$ cat config.mk
export PLATFORM = sky130hd
export DESIGN_NAME = fifo_stream_adapter
export DESIGN_NICKNAME = d
export VERILOG_FILES = /design/src/rtl/fifo_stream_adapter.sv
export SDC_FILE = /design/constraint.sdc
export NUM_CORES = 1
export LEC_CHECK = 0
export ABC_AREA = 1
export BUFFER_PORTS_ARGS = -buffer_cell sky130_fd_sc_hd__buf_4
export CAP_MARGIN = 20
export CORE_MARGIN = 2
export CORE_UTILIZATION = 24
export DETAILED_ROUTE_END_ITERATION = 8
export HOLD_SLACK_MARGIN = 0.1
export PLACE_DENSITY_LB_ADDON = 0.1
export SETUP_SLACK_MARGIN = 0.3
export SLEW_MARGIN = 5
export SYNTH_ARGS = -nofsm -noshare
export SYNTH_HDL_FRONTEND = slang
export SYNTH_SLANG_ARGS = --single-unit
$ cat constraint.sdc
create_clock -name clk -period 4.7 [get_ports clk]
set_input_delay 0.47 -clock clk [delete_from_list [all_inputs] [get_ports clk]]
set_output_delay 0.47 -clock clk [all_outputs]
set_load 0.005 [all_outputs]
$ cat src/rtl/fifo_stream_adapter.sv
// fifo_stream_adapter
//   Bridges a one-cycle-latency upstream FIFO read port to a valid/ready
//   downstream stream. A two-entry register queue soaks up the pop latency,
//   so the stream can run at one word per cycle. fifo_rd_en follows m_ready
//   combinationally.
//
// Ports
//   clk         rising-edge clock for all state
//   rst         synchronous active-high reset
//   fifo_empty  upstream FIFO empty flag
//   fifo_rd_en  pop request to the upstream FIFO
//   fifo_data   upstream read data, valid the cycle after a pop
//   flush       discard all buffered and in-flight words
//   m_valid     downstream word valid
//   m_ready     downstream accept
//   m_data      downstream word (head of the queue)
//   buf_count   words held in the output queue (0..2)
//   beat_cnt    accepted downstream beats, wraps modulo 2^CNT_WIDTH
module fifo_stream_adapter #(
  parameter int DATA_WIDTH = 64,
  parameter int CNT_WIDTH  = 32
) (
  input  logic                  clk,
  input  logic                  rst,
  input  logic                  fifo_empty,
  output logic                  fifo_rd_en,
  input  logic [DATA_WIDTH-1:0] fifo_data,
  input  logic                  flush,
  output logic                  m_valid,
  input  logic                  m_ready,
  output logic [DATA_WIDTH-1:0] m_data,
  output logic [1:0]            buf_count,
  output logic [CNT_WIDTH-1:0]  beat_cnt
);

  logic                  inflight_p1;
  logic [1:0]            count_p2;
  logic [DATA_WIDTH-1:0] head_p2;
  logic [DATA_WIDTH-1:0] tail_p2;
  logic                  pop;
  logic                  arrive;
  logic [2:0]            occupancy;

  assign pop    = m_valid && m_ready;
  // A word landing in the flush cycle is dropped, not appended.
  assign arrive = inflight_p1 && !flush;

  // Words already committed to the queue once this cycle's pop is taken out.
  // count + inflight >= pop always holds (pop needs count >= 1).
  assign occupancy  = {1'b0, count_p2} + {2'b00, inflight_p1} - {2'b00, pop};
  assign fifo_rd_en = !rst && !flush && !fifo_empty && (occupancy < 3'd2);

  assign m_valid   = (count_p2 != 2'd0) && !flush && !rst;
  assign m_data    = head_p2;
  assign buf_count = count_p2;

  // Stage p1: pop issued last cycle, data present on fifo_data now
  always_ff @(posedge clk) begin
    if (rst) begin
      inflight_p1 <= 1'b0;
    end else begin
      // fifo_rd_en is forced low during flush, so this also clears on flush.
      inflight_p1 <= fifo_rd_en;
    end
  end

  // Stage p2: output queue occupancy and beat counter
  always_ff @(posedge clk) begin
    if (rst) begin
      count_p2 <= 2'd0;
      beat_cnt <= '0;
    end else begin
      if (flush) begin
        count_p2 <= 2'd0;
      end else begin
        count_p2 <= count_p2 + {1'b0, arrive} - {1'b0, pop};
      end
      if (pop) begin
        beat_cnt <= beat_cnt + {{(CNT_WIDTH-1){1'b0}}, 1'b1};
      end
      assert (!(arrive && !pop && count_p2 == 2'd2))
        else $error("fifo_stream_adapter: arrival into a full output queue");
    end
  end

  // Queue storage carries no reset; occupancy alone says which entries are live.
  always_ff @(posedge clk) begin
    case ({pop, arrive})
      2'b10: head_p2 <= tail_p2;
      2'b01: begin
        if (count_p2 == 2'd0) head_p2 <= fifo_data;
        else                  tail_p2 <= fifo_data;
      end
      2'b11: begin
        if (count_p2 == 2'd1) begin
          head_p2 <= fifo_data;
        end else begin
          head_p2 <= tail_p2;
          tail_p2 <= fifo_data;
        end
      end
      default: ;
    endcase
  end

endmodule

Word level (Yosys, flattened, before mapping)
Index checks and enable logic that the tools add are counted.
Storage, ports and cells
  register bits after elaboration: 163
  bits of input ports: 69
  output and inout port bits: 100
  word-level logic and storage cells: 41
Cells by class
  $add $sub $neg: 5
  order comparisons: 1
  eq/ne operators: 7
  mux-type cells: 6
  reduce and logical (&&, ||, !) cells: 17
Operator list (count)
  $mux W64: 4
  $pmux W64 S3: 1
  $pmux W64 S2: 1
  $add A32 B1 Y32 const B: 1
  $logic_and A1 B1 Y1: 7
  $ne A2 B2 Y1 const B: 3
  $eq A2 B1 Y1 const B: 2
  $eq A2 B2 Y1 const B: 2
  $reduce_bool A2 Y1: 2
  $add A2 B1 Y3: 1
  $logic_not A1 Y1: 3
  $lt A3 B2 Y1 const B: 1
  $reduce_and A3 Y1: 1
  $reduce_bool A3 Y1: 1
  $sub A3 B1 Y3: 1
  $add A2 B1 Y2: 1
  $logic_not A2 Y1: 1
  $reduce_and A2 Y1: 1
  $reduce_or A2 Y1: 1
  $sub A2 B1 Y2: 1

Logic depth before layout (Yosys ltp)
Gate-level depths: netlist of the first run.
  depth after elaboration: 7
  mapped depth: 10
  mapped depth without buffers: 10

Worst setup path after synthesis of the first run
No wires, ideal clock.
  kind: input -> register
  from: in flush
  to: reg head_p2[0] (netlist: m_data[0]) (enable)
  library setup time: 507 ps
  arrival time: 4335 ps
  required time: 4193 ps
  setup slack: -142 ps
  cell stages on the path: 5
  buffers on the path: 1
  cells stage by stage: nor2_1 -> nand3_4 -> buf_6 -> ha_1 -> a21oi_1
Between the ends
  cells in the longest elaborated chain, start to end: 7
  elaborated cells on any way between the ends: 11
  classes of those cells: 4 x eq/ne; 7 x reduce/logical
RTL lines
  start: declaration: line 28  | input logic flush,
  $logic_not A1 Y1 *: line 46, 53
  $logic_and A1 B1 Y1 (2 in a row): line 53  | assign m_valid = (count_p2 != 2'd0) && !flush && !rst;
  $logic_and A1 B1 Y1: line 44  | assign pop = m_valid && m_ready;
  $eq A2 B1 Y1 or $eq A2 B2 Y1 (tied branches): line 88  | case ({pop, arrive})
  $ne A2 B2 Y1 (no source line) or $reduce_bool A3 Y1 (tied branches)
  $reduce_and A2 Y1 (no source line) *
  end signal: assignment: line 89  | 2'b10: head_p2 <= tail_p2;
  end signal: assignment: line 91  | if (count_p2 == 2'd0) head_p2 <= fifo_data;
  end signal: assignment: line 96  | head_p2 <= fifo_data;
  end: declaration: line 38  | logic [DATA_WIDTH-1:0] head_p2;
Every way passes the cells marked *; elsewhere a longest branch is shown, timed or not.
A chain may end at the register's enable or synchronous reset.

Worst setup path after layout of the first run
  from: reg count_p2[1] (netlist: buf_count[1])
  to: out fifo_rd_en
Between the ends
  cells in the longest elaborated chain, start to end: 7
  elaborated cells on any way between the ends: 8
  classes of those cells: 2 x add/sub; 1 x order compare; 5 x reduce/logical
RTL lines
  start: declaration: line 37  | logic [1:0] count_p2;
  start signal: assignment: line 76  | count_p2 <= count_p2 + {1'b0, arrive} - {1'b0, pop};
  $reduce_bool A2 Y1: line 53
  $logic_and A1 B1 Y1 (2 in a row): line 53
  $logic_and A1 B1 Y1: line 44
  net pop: line 40  | logic pop;
  $sub A3 B1 Y3: line 50  | assign occupancy = {1'b0, count_p2} + {2'b00, inflight_p1} - {2'b00, pop};
  $lt A3 B2 Y1: line 51  | assign fifo_rd_en = !rst && !flush && !fifo_empty && (occupancy < 3'd2);
  $logic_and A1 B1 Y1: line 51
  end: declaration: line 26  | output logic fifo_rd_en,
The timed path passes the listed nets, and every way through them passes these cells.

==> metrics.txt, run 1 <==
# port buffers=168; CP Cell Sequence=inv_2 > nand2_2 > nand3_4 > inv_1 > ha_1 > or2_2 > fa_1 > inv_1 > nor4_1 > buf_4; Max-Cap Viols=0; initial antenna violation count=0; clock root cell=clkbuf_16; pin slew with the least headroom to its limit=933 ps; P per Cell Area=335 mW/mm^2; CP startpoint kind=flip-flop; Worst EP arrival=3200 ps; GRT Util Overall=12.6%; H-tree depth=4; most common cell in the netlist=edfxtp_1; Hold Startpoint=fifo_data[32]; Die Area=0.0301 mm^2; required time worst endpoint=4230 ps; RSZ-0062 raised after global routing=false; pin count of the biggest net entering global routing=65; WHS Path Cells=1; vias in the first global route=5126; outcome=completed; crit path time final=3670 ps; number of post-CTS setup repair buffers=0; Post-synth EDFFs=128; Crit path buffers/inverters=4; latest clock arrival within the worst-skew pair=430 ps; Min-Delay Path Class=input port to flip-flop; R2R Setup Slk=1900 ps; hold slack final=225 ps; Mapped Cells=666; Syn. warnings=0; DRC Markers=0; Main synth FF type=edfxtp_1; Layout Nets=913; fmax=0.273 GHz; total negative slack=0 ps; hpwl dp=12500 um; Multi-input gate area=0.00185 mm^2; Hold Path Sink=tail_p2[32]$_DFFE_PP_; cell family with most CP delay=simple AND/OR/NAND/NOR gates; area growth from synthesis to layout=33.7%; Max-slew headroom=37.8%; # resized after CTS=0; Die Height=174 um; routed len/inst=15.2 um; initial core utilization=24.2%; DR vias=5152; Fin. Hold Viols=0; grt ovf=0; Num CTS Buffers=17; FF+latch count, synth=163; Reg clk slew, reported paths=80 ps; Placer Congestion=0.745; Ports=169; Critical Path Start=buf_count[1]$_SDFF_PP0_; Antenna Cells=0; CP endpoint kind=output port; Leak=0.00361 uW; global-route wire length before repair=29300 um; fin worst setup slack=1030 ps; reg-to-reg endpoint=tail_p2[41]$_DFFE_PP_; CP Class=flip-flop to output port; critical path peak fanout=16; Post-CTS Hold Fix Bufs=0; Util after Layout=32.4%; filler instances=2953; Synth Net Count=743; 1st-iter DRT viols=331; area share of the largest cell type after synthesis=55.7%; flip-flop and latch area=0.00454 mm^2; Die Wd=174 um; CP most frequent cell=inv_1; drt pass-1 iters=4; fraction of layout cells with a size suffix above 1=26.6%; placed instance area=0.00864 mm^2; mapped cell area=0.00690 mm^2; pre-CTS WS=1190 ps; fin crit share=78.0%; clock skew=15.4 ps; VDD IR max=0.000172 V; Sink Count=163; register area share after synthesis=65.9%; post-layout instance area=0.00923 mm^2; via/cell ratio=4.18; Post-synth top cells=128 x edfxtp_1, 115 x inv_1, 86 x nand3_1; Netlist cell types=34; CP max-delay cell=dfxtp_1; ys async rst share=0%; CORE AREA=0.0285 mm^2; Mapped Avg Cell Area=10.4 um^2; Total Wirelength=18800 um; Slew Viols, Final=0; Worst R2R Path Depth=9; final setup fails=0; row cnt=62; Synth area leaders=edfxtp_1 56%, dfxtp_1 10%, inv_1 6.3%; Synth area leader=edfxtp_1; Max Root-Sink Buffers=2; reg-to-reg startpoint=buf_count[1]$_SDFF_PP0_; ANT nets after route=0; CTS tree=done; slowest stage delay, CP=520 ps
==> metal layers <==
metal / vias up / part of all wire (%) / GRT usage (%)
li1: 2585 / - / -
met1: 2438 / 47 / 16.4
met2: 120 / 48 / 20.8
met3: 9 / 4.6 / 3.49
met4: 0 / 0.73 / 2.93
met5: - / 0 / 0
==> report_power, final <==
part / internal (uW) / leakage [uW] / switching (uW)
logic: 58.5 / 0.00188 / 67.8
clock network: 711 / 0.000284 / 676
registers: 1570 / 0.00145 / 4.93
total: 2340 / 0.00361 / 749
==> layout by cell type, fill, tap and decap left out, types with 3 or more instances in the layout <==
| cell | synthesis | routed |
|---|---|---|
| clkinv_8 | 0 | 4 |
| inv_1 | 115 | 114 |
| nand3_1 | 86 | 86 |
| nor2_1 | 61 | 60 |
| nand2_2 | 3 | 4 |
| ha_1 | 7 | 7 |
| nand4_1 | 14 | 14 |
| nor2_4 | 2 | 3 |
| a21oi_1 | 13 | 12 |
| o21ai_0 | 76 | 76 |
| xor2_1 | 3 | 3 |
| nand2_1 | 73 | 72 |
| dfxtp_1 | 35 | 35 |
| buf_4 | 0 | 171 |
| inv_6 | 0 | 5 |
| nor2_2 | 5 | 5 |
| edfxtp_1 | 128 | 128 |
| nor3_1 | 5 | 5 |
| clkbuf_16 | 0 | 17 |
==> area by class of cell <==
class | instances | share of cell area (%)
sequential | 163 | 49.3
multi-input combinational | 364 | 20.1
timing repair buffer | 173 | 14.3
tap | 384 | 5.21
inverter | 117 | 4.76
clock buffer | 17 | 4.61
clock inverter | 15 | 1.75
==> how the worst max path moves through the flow <==
stage / endpoint / cells after the start
4_1_cts: fifo_rd_en / 10
3_3_place_gp: fifo_rd_en / 10
6_report: fifo_rd_en / 10
5_1_grt: fifo_rd_en / 10
2_1_floorplan: tail_p2[0]$_DFFE_PP_ / 7
3_5_place_dp: fifo_rd_en / 10
==> flip-flops by register name, summed over array words and instances (netlist names) <==
signal / cells
beat_cnt: 32
buf_count: 2
inflight_p1: 1
m_data: 64
tail_p2: 64
==> worst register-to-register path, cell delays in order (launching register included) <==
cell and delay (ps):
dfxtp_1 410, inv_2 90, nand2_2 100, nand3_4 230, inv_1 210, ha_1 290
nand2_1 110, o21ai_0 140, nor2_4 100, buf_4 650
==> cells by family after synthesis <==
| logic type | Yosys count | share of synthesized area, % |
|---|---|---|
| buffers and inverters | 139 | 7.72 |
| adders and majority gates | 8 | 1.56 |
| AOI/OAI and AO/OA | 95 | 7.16 |
| xor gates and xnor gates | 4 | 0.508 |
| and+or+nand+nor | 257 | 17.2 |
| DFF | 163 | 65.9 |
==> metrics by stage <==
| stage | instances | power (uW) |
|---|---|---|
| floorplan | 666 | 1650 |
| global placement | 1201 | 1740 |
| detailed placement | 1201 | 1740 |
| CTS | 1233 | 3140 |
| global route | 1233 | 3210 |
| finish | 1233 | 3090 |
Power figures use the tool's default switching activity.
==> run 2, diff against run 1 <==
==> constraint.sdc (replaced) <==
create_clock -name clk -period 3.5 [get_ports clk]
set_input_delay 0.35 -clock clk [delete_from_list [all_inputs] [get_ports clk]]
set_output_delay 0.35 -clock clk [all_outputs]
set_load 0.005 [all_outputs]
==> metrics.txt, run 2 (same netlist as run 1, synthesis figures left out) <==
routed len/inst=15.0 um; Antenna Cells=0; initial core utilization=24.2%; CP endpoint kind=output port; required time worst endpoint=3150 ps; Die Height=174 um; CTS tree=done; crit path capture=fifo_rd_en; Placer Congestion=0.746; Die Area=0.0301 mm^2; Max Root-Sink Buffers=2; reg-to-reg startpoint=inflight_p1$_SDFF_PP0_; Total Wirelength=19100 um; Sink Count=163; number of post-CTS setup repair buffers=0; H-tree depth=4; # port buffers=168; Reg clk slew, reported paths=70 ps; Worst EP arrival=2680 ps; vias in the first global route=5106; most frequent cells in the layout=174 x buf_4, 128 x edfxtp_1, 114 x inv_1, 86 x nand3_1, 76 x o21ai_0; Util after Layout=33.9%; switching share of power=24.1%; Worst R2R Path Depth=7; initial antenna violation count=0; area growth from synthesis to layout=39.9%; RSZ-0062 raised after global routing=false; Num CTS Buffers=17; pin slew with the least headroom to its limit=568 ps; Net Sw Power=1010 uW; Max-slew headroom=61.9%; commonest non-fill, non-tap cell in the layout=buf_4; Ports=169; critical path peak fanout=4; P per Cell Area=433 mW/mm^2; Leak=0.00379 uW; VDD IR max=0.000233 V; pin count of the biggest net entering global routing=52; Comb power frac=5.0%; fraction of layout cells with a size suffix above 1=25.9%; fmax=0.330 GHz; CP Class=flip-flop to output port; sequential power share=50.6%; Slew Viols, Final=0; Min-Delay Path Class=input port to flip-flop; CORE AREA=0.0285 mm^2; GRT Util Overall=12.7%; Max-Cap Viols=0; DRC Markers=0; R2R Setup Slk=940 ps; fin crit share=86.5%; outcome=completed; via/cell ratio=4.12; 1st-iter DRT viols=263; crit path time final=3030 ps; ANT nets after route=0; clock root cell=clkbuf_16; row cnt=62; total negative slack=0 ps; CP startpoint kind=flip-flop; drt pass-1 iters=4; Die Wd=174 um; Fin. Hold Viols=0; Pint=3170 uW; Layout Nets=956; final setup fails=0; clock skew=12.7 ps; latest clock arrival within the worst-skew pair=420 ps; grt ovf=0; clock power share=44.4%; DR vias=5254; reg-to-reg endpoint=tail_p2[48]$_DFFE_PP_; global-route wire length before repair=29400 um; hpwl dp=12800 um; Critical Path Start=buf_count[0]$_SDFF_PP0_
-- run 2: worst min path at each step --
stage | startpoint | end | slack (ps) | cells past startpoint
floorplan | rst | beat_cnt[3]$_SDFFE_PP0P_ | 430 | 1
global placement | beat_cnt[5]$_SDFFE_PP0P_ | beat_cnt[5]$_SDFFE_PP0P_ | 470 | 2
detailed placement | beat_cnt[5]$_SDFFE_PP0P_ | beat_cnt[5]$_SDFFE_PP0P_ | 470 | 2
CTS | fifo_data[20] | tail_p2[20]$_DFFE_PP_ | 100 | 1
global route | fifo_data[2] | tail_p2[2]$_DFFE_PP_ | 100 | 1
finish | fifo_data[20] | tail_p2[20]$_DFFE_PP_ | 120 | 1
-- run 2: worst max-delay path: stages (launching register included) --
cell	delay, ps
dfxtp_1	390
inv_1	90
nand2_2	130
nand3_4	70
inv_1	90
ha_1	220
or2_2	300
fa_1	480
inv_1	50
nor4_1	270
buf_4	160
-- run 2: what timing repair did --
action	in CTS	in global routing
gates resized for setup	0	1
hold buffers	39	0
hold endpoints to repair	39	0
setup endpoints to repair	0	1
-- run 2: final cells by class --
| cell class | count | area, um^2 |
|---|---|---|
| clock buffers | 17 | 425 |
| clock inverters | 15 | 158 |
| fillers | 2916 | 18800 |
| inverters | 117 | 439 |
| multi-input cells | 364 | 1850 |
| flip-flops and latches | 163 | 4550 |
| well taps | 384 | 480 |
| repair buffers | 216 | 1760 |
-- run 2: power groups by stage --
stage	registers, uW	logic [uW]	clock network, uW
6_report	2120	210	1860
5_1_grt	2120	231	1990
4_1_cts	2120	216	1920
3_5_place_dp	2160	180	0
3_3_place_gp	2160	180	0
2_1_floorplan	2160	50.6	0
-- run 2: metal layers --
layer / global-route usage (%) / share of wire (%) / up-vias
li1: - / - / 2675
met1: 17.0 / 47 / 2446
met2: 20.6 / 47 / 122
met3: 2.85 / 4.5 / 11
met4: 3.71 / 0.96 / 0
met5: 0 / 0 / -
-- run 2: per-stage QoR --
| step | std cells | total power, uW | setup slack [ps] | hold slack (ps) | cell area (um^2) |
|---|---|---|---|---|---|
| after detailed placement | 1205 | 2340 | 684 | 468 | 8680 |
| after global placement | 1205 | 2340 | 730 | 467 | 8680 |
| final | 1276 | 4180 | 472 | 123 | 9660 |
| after CTS | 1276 | 4250 | 326 | 101 | 9660 |
| after global routing | 1276 | 4350 | 347 | 102 | 9660 |
| after floorplan | 666 | 2210 | 735 | 428 | 6920 |
==> run 3, diff against run 2 <==
--- a/config.mk
+++ b/config.mk
@@ -5,7 +5,6 @@
 export SDC_FILE = /design/constraint.sdc
 export NUM_CORES = 1
 export LEC_CHECK = 0
-export ABC_AREA = 1
 export BUFFER_PORTS_ARGS = -buffer_cell sky130_fd_sc_hd__buf_4
 export CAP_MARGIN = 20
 export CORE_MARGIN = 2
==> metrics.txt, run 3 <==
outcome=completed; Ports=169; row cnt=59; Worst R2R Path Depth=4; area share of the largest cell type after synthesis=59.7%; fraction of layout cells with a size suffix above 1=33.9%; largest family of logic cells by synthesized area=compound AO/OA/AOI/OAI gates; CP startpoint kind=flip-flop; VDD IR max=0.000233 V; fmax=0.326 GHz; GRT Util Overall=12.4%; fin crit share=87.7%; most frequent cells in the layout=175 x buf_4, 128 x edfxtp_1, 64 x a22o_1, 60 x dlygate4sd3_1, 33 x dfxtp_1; R2R Setup Slk=1050 ps; Crit path depth=9; ANT nets after route=0; H-tree depth=4; Max-Cap Viols=0; Netlist cell types=36; routed len/inst=16.8 um; overall power=4190 uW; Crit path buffers/inverters=2; final setup fails=0; RSZ-0062 raised after global routing=false; drt pass-1 iters=6; Die Wd=168 um; DRC Markers=0; Die Height=168 um; ys async rst share=0%; fin worst setup slack=429 ps; Synth Area in XOR/XNOR=0.952%; FF+latch count, synth=163; Synth area leader=edfxtp_1; Mapped Avg Cell Area=14.5 um^2; pre-CTS WS=566 ps; CP Class=flip-flop to output port; Critical Path Start=buf_count[0]$_SDFF_PP0_; CP endpoint kind=output port; Max Root-Sink Buffers=2; total negative slack=0 ps; crit path time final=3070 ps; Syn. warnings=0; Post-synth EDFFs=128; clock skew=9.22 ps; hold slack final=133 ps; cell family with most CP delay=simple AND/OR/NAND/NOR gates; Mapped Cells=443; required time worst endpoint=3150 ps; crit path capture=fifo_rd_en; Compound-Gate Fraction of Synth Area=12.0%; clock root cell=clkbuf_16; Slew Viols, Final=0; vias in the first global route=4798; register area share after synthesis=70.5%; Synth Area in Adders=1.67%; initial antenna violation count=0; P per Cell Area=449 mW/mm^2; commonest non-fill, non-tap cell in the layout=buf_4; Num CTS Buffers=17; Total Wirelength=17100 um; Die Area=0.0282 mm^2; CORE AREA=0.0262 mm^2; Min-Delay Path Class=input port to flip-flop; mux cell area share after synthesis=2.10%; reg-to-reg endpoint=beat_cnt[31]$_SDFFE_PP0P_; slowest stage delay, CP=380 ps; Reg clk slew, reported paths=70 ps; Synth Net Count=520; grt ovf=0; latest clock arrival within the worst-skew pair=420 ps; most common cell in the netlist=edfxtp_1; Placer Congestion=0.758; CP Cell Sequence=or2_4 > nand3_2 > inv_2 > ha_1 > nand2b_1 > fa_1 > xor2_1 > nor4b_2 > buf_4; Max-slew headroom=47.1%; CP max-delay cell=fa_1; Synth area leaders=edfxtp_1 60%, dfxtp_1 11%, a22o_1 8.7%; simple-gate share of the synthesized area=10.6%; hpwl dp=11000 um; global-route wire length before repair=27000 um; Post-synth top cells=128 x edfxtp_1, 64 x a22o_1, 35 x dfxtp_1; initial core utilization=24.6%; Fin. Hold Viols=0; via/cell ratio=4.54; Util after Layout=35.6%; DR vias=4629; pin count of the biggest net entering global routing=65; reg-to-reg startpoint=beat_cnt[4]$_SDFFE_PP0P_; # port buffers=168; mapped cell area=0.00644 mm^2; area growth from synthesis to layout=44.6%; critical path peak fanout=8; Antenna Cells=0; Layout Nets=749; Worst EP arrival=2720 ps; Sink Count=163; pin slew with the least headroom to its limit=794 ps; Leak=0.00341 uW; 1st-iter DRT viols=261; CTS tree=done; Main synth FF type=edfxtp_1
## run 3: layer usage
metal  share of wire [%]  track usage [%]  wire [um]  vias to the layer above
met5                   0                0          0                        -
li1                    -                -          -                     2208
met2                  46             19.8       7820                      145
met4                 1.0             3.74        178                        0
met3                 5.7             3.34        978                       14
met1                  48             16.6       8140                     2262
## run 3: cells by family (layout without fill, tap and decap cells)
family / Yosys count / after routing
adders and majority gates: 8 / 8
AOI/OAI and AO/OA: 101 / 101
buffers and inverters: 33 / 275
and+or+nand+nor: 119 / 119
DFF: 163 / 163
muxes: 12 / 12
xor gates and xnor gates: 7 / 7
## run 3: layout make-up
class                           instances  area [um^2]
Multi-Input combinational cell        247         1810
Clock buffer                           17          425
Fill cell                            2568        16900
Inverter                                7         26.3
Timing Repair Buffer                  236         1930
Tap cell                              335          419
Sequential cell                       163         4550
Clock inverter                         15          156
## run 3: what timing repair did
item                       in CTS  in global routing
hold buffers                   60                  0
hold endpoints to repair       60                  0
setup endpoints to repair       1                  1
pin swaps                       1                  1
resized for setup               3                  2
setup buffers                   0                  0
## run 3: stage by stage
step | instances | instance area [um^2]
2_1_floorplan | 443 | 6470
3_3_place_gp | 928 | 8120
3_5_place_dp | 928 | 8120
4_1_cts | 1020 | 9310
5_1_grt | 1020 | 9320
6_report | 1020 | 9320
## run 3: worst min-delay path by stage
stage	start	to	slack, ps	depth (start not counted)
2_1_floorplan	fifo_empty	inflight_p1$_SDFF_PP0_	430	1
3_3_place_gp	beat_cnt[6]$_SDFFE_PP0P_	beat_cnt[6]$_SDFFE_PP0P_	480	2
3_5_place_dp	beat_cnt[6]$_SDFFE_PP0P_	beat_cnt[6]$_SDFFE_PP0P_	500	2
4_1_cts	fifo_data[62]	tail_p2[62]$_DFFE_PP_	100	1
5_1_grt	fifo_data[62]	tail_p2[62]$_DFFE_PP_	110	1
6_report	fifo_data[62]	tail_p2[62]$_DFFE_PP_	130	1
## run 3: power by group
group          leakage [uW]  internal [uW]  switching [uW]
logic               0.00168            133            92.5
registers           0.00145           2110            8.19
clock network      0.000287            957             882
total               0.00341           3200             983
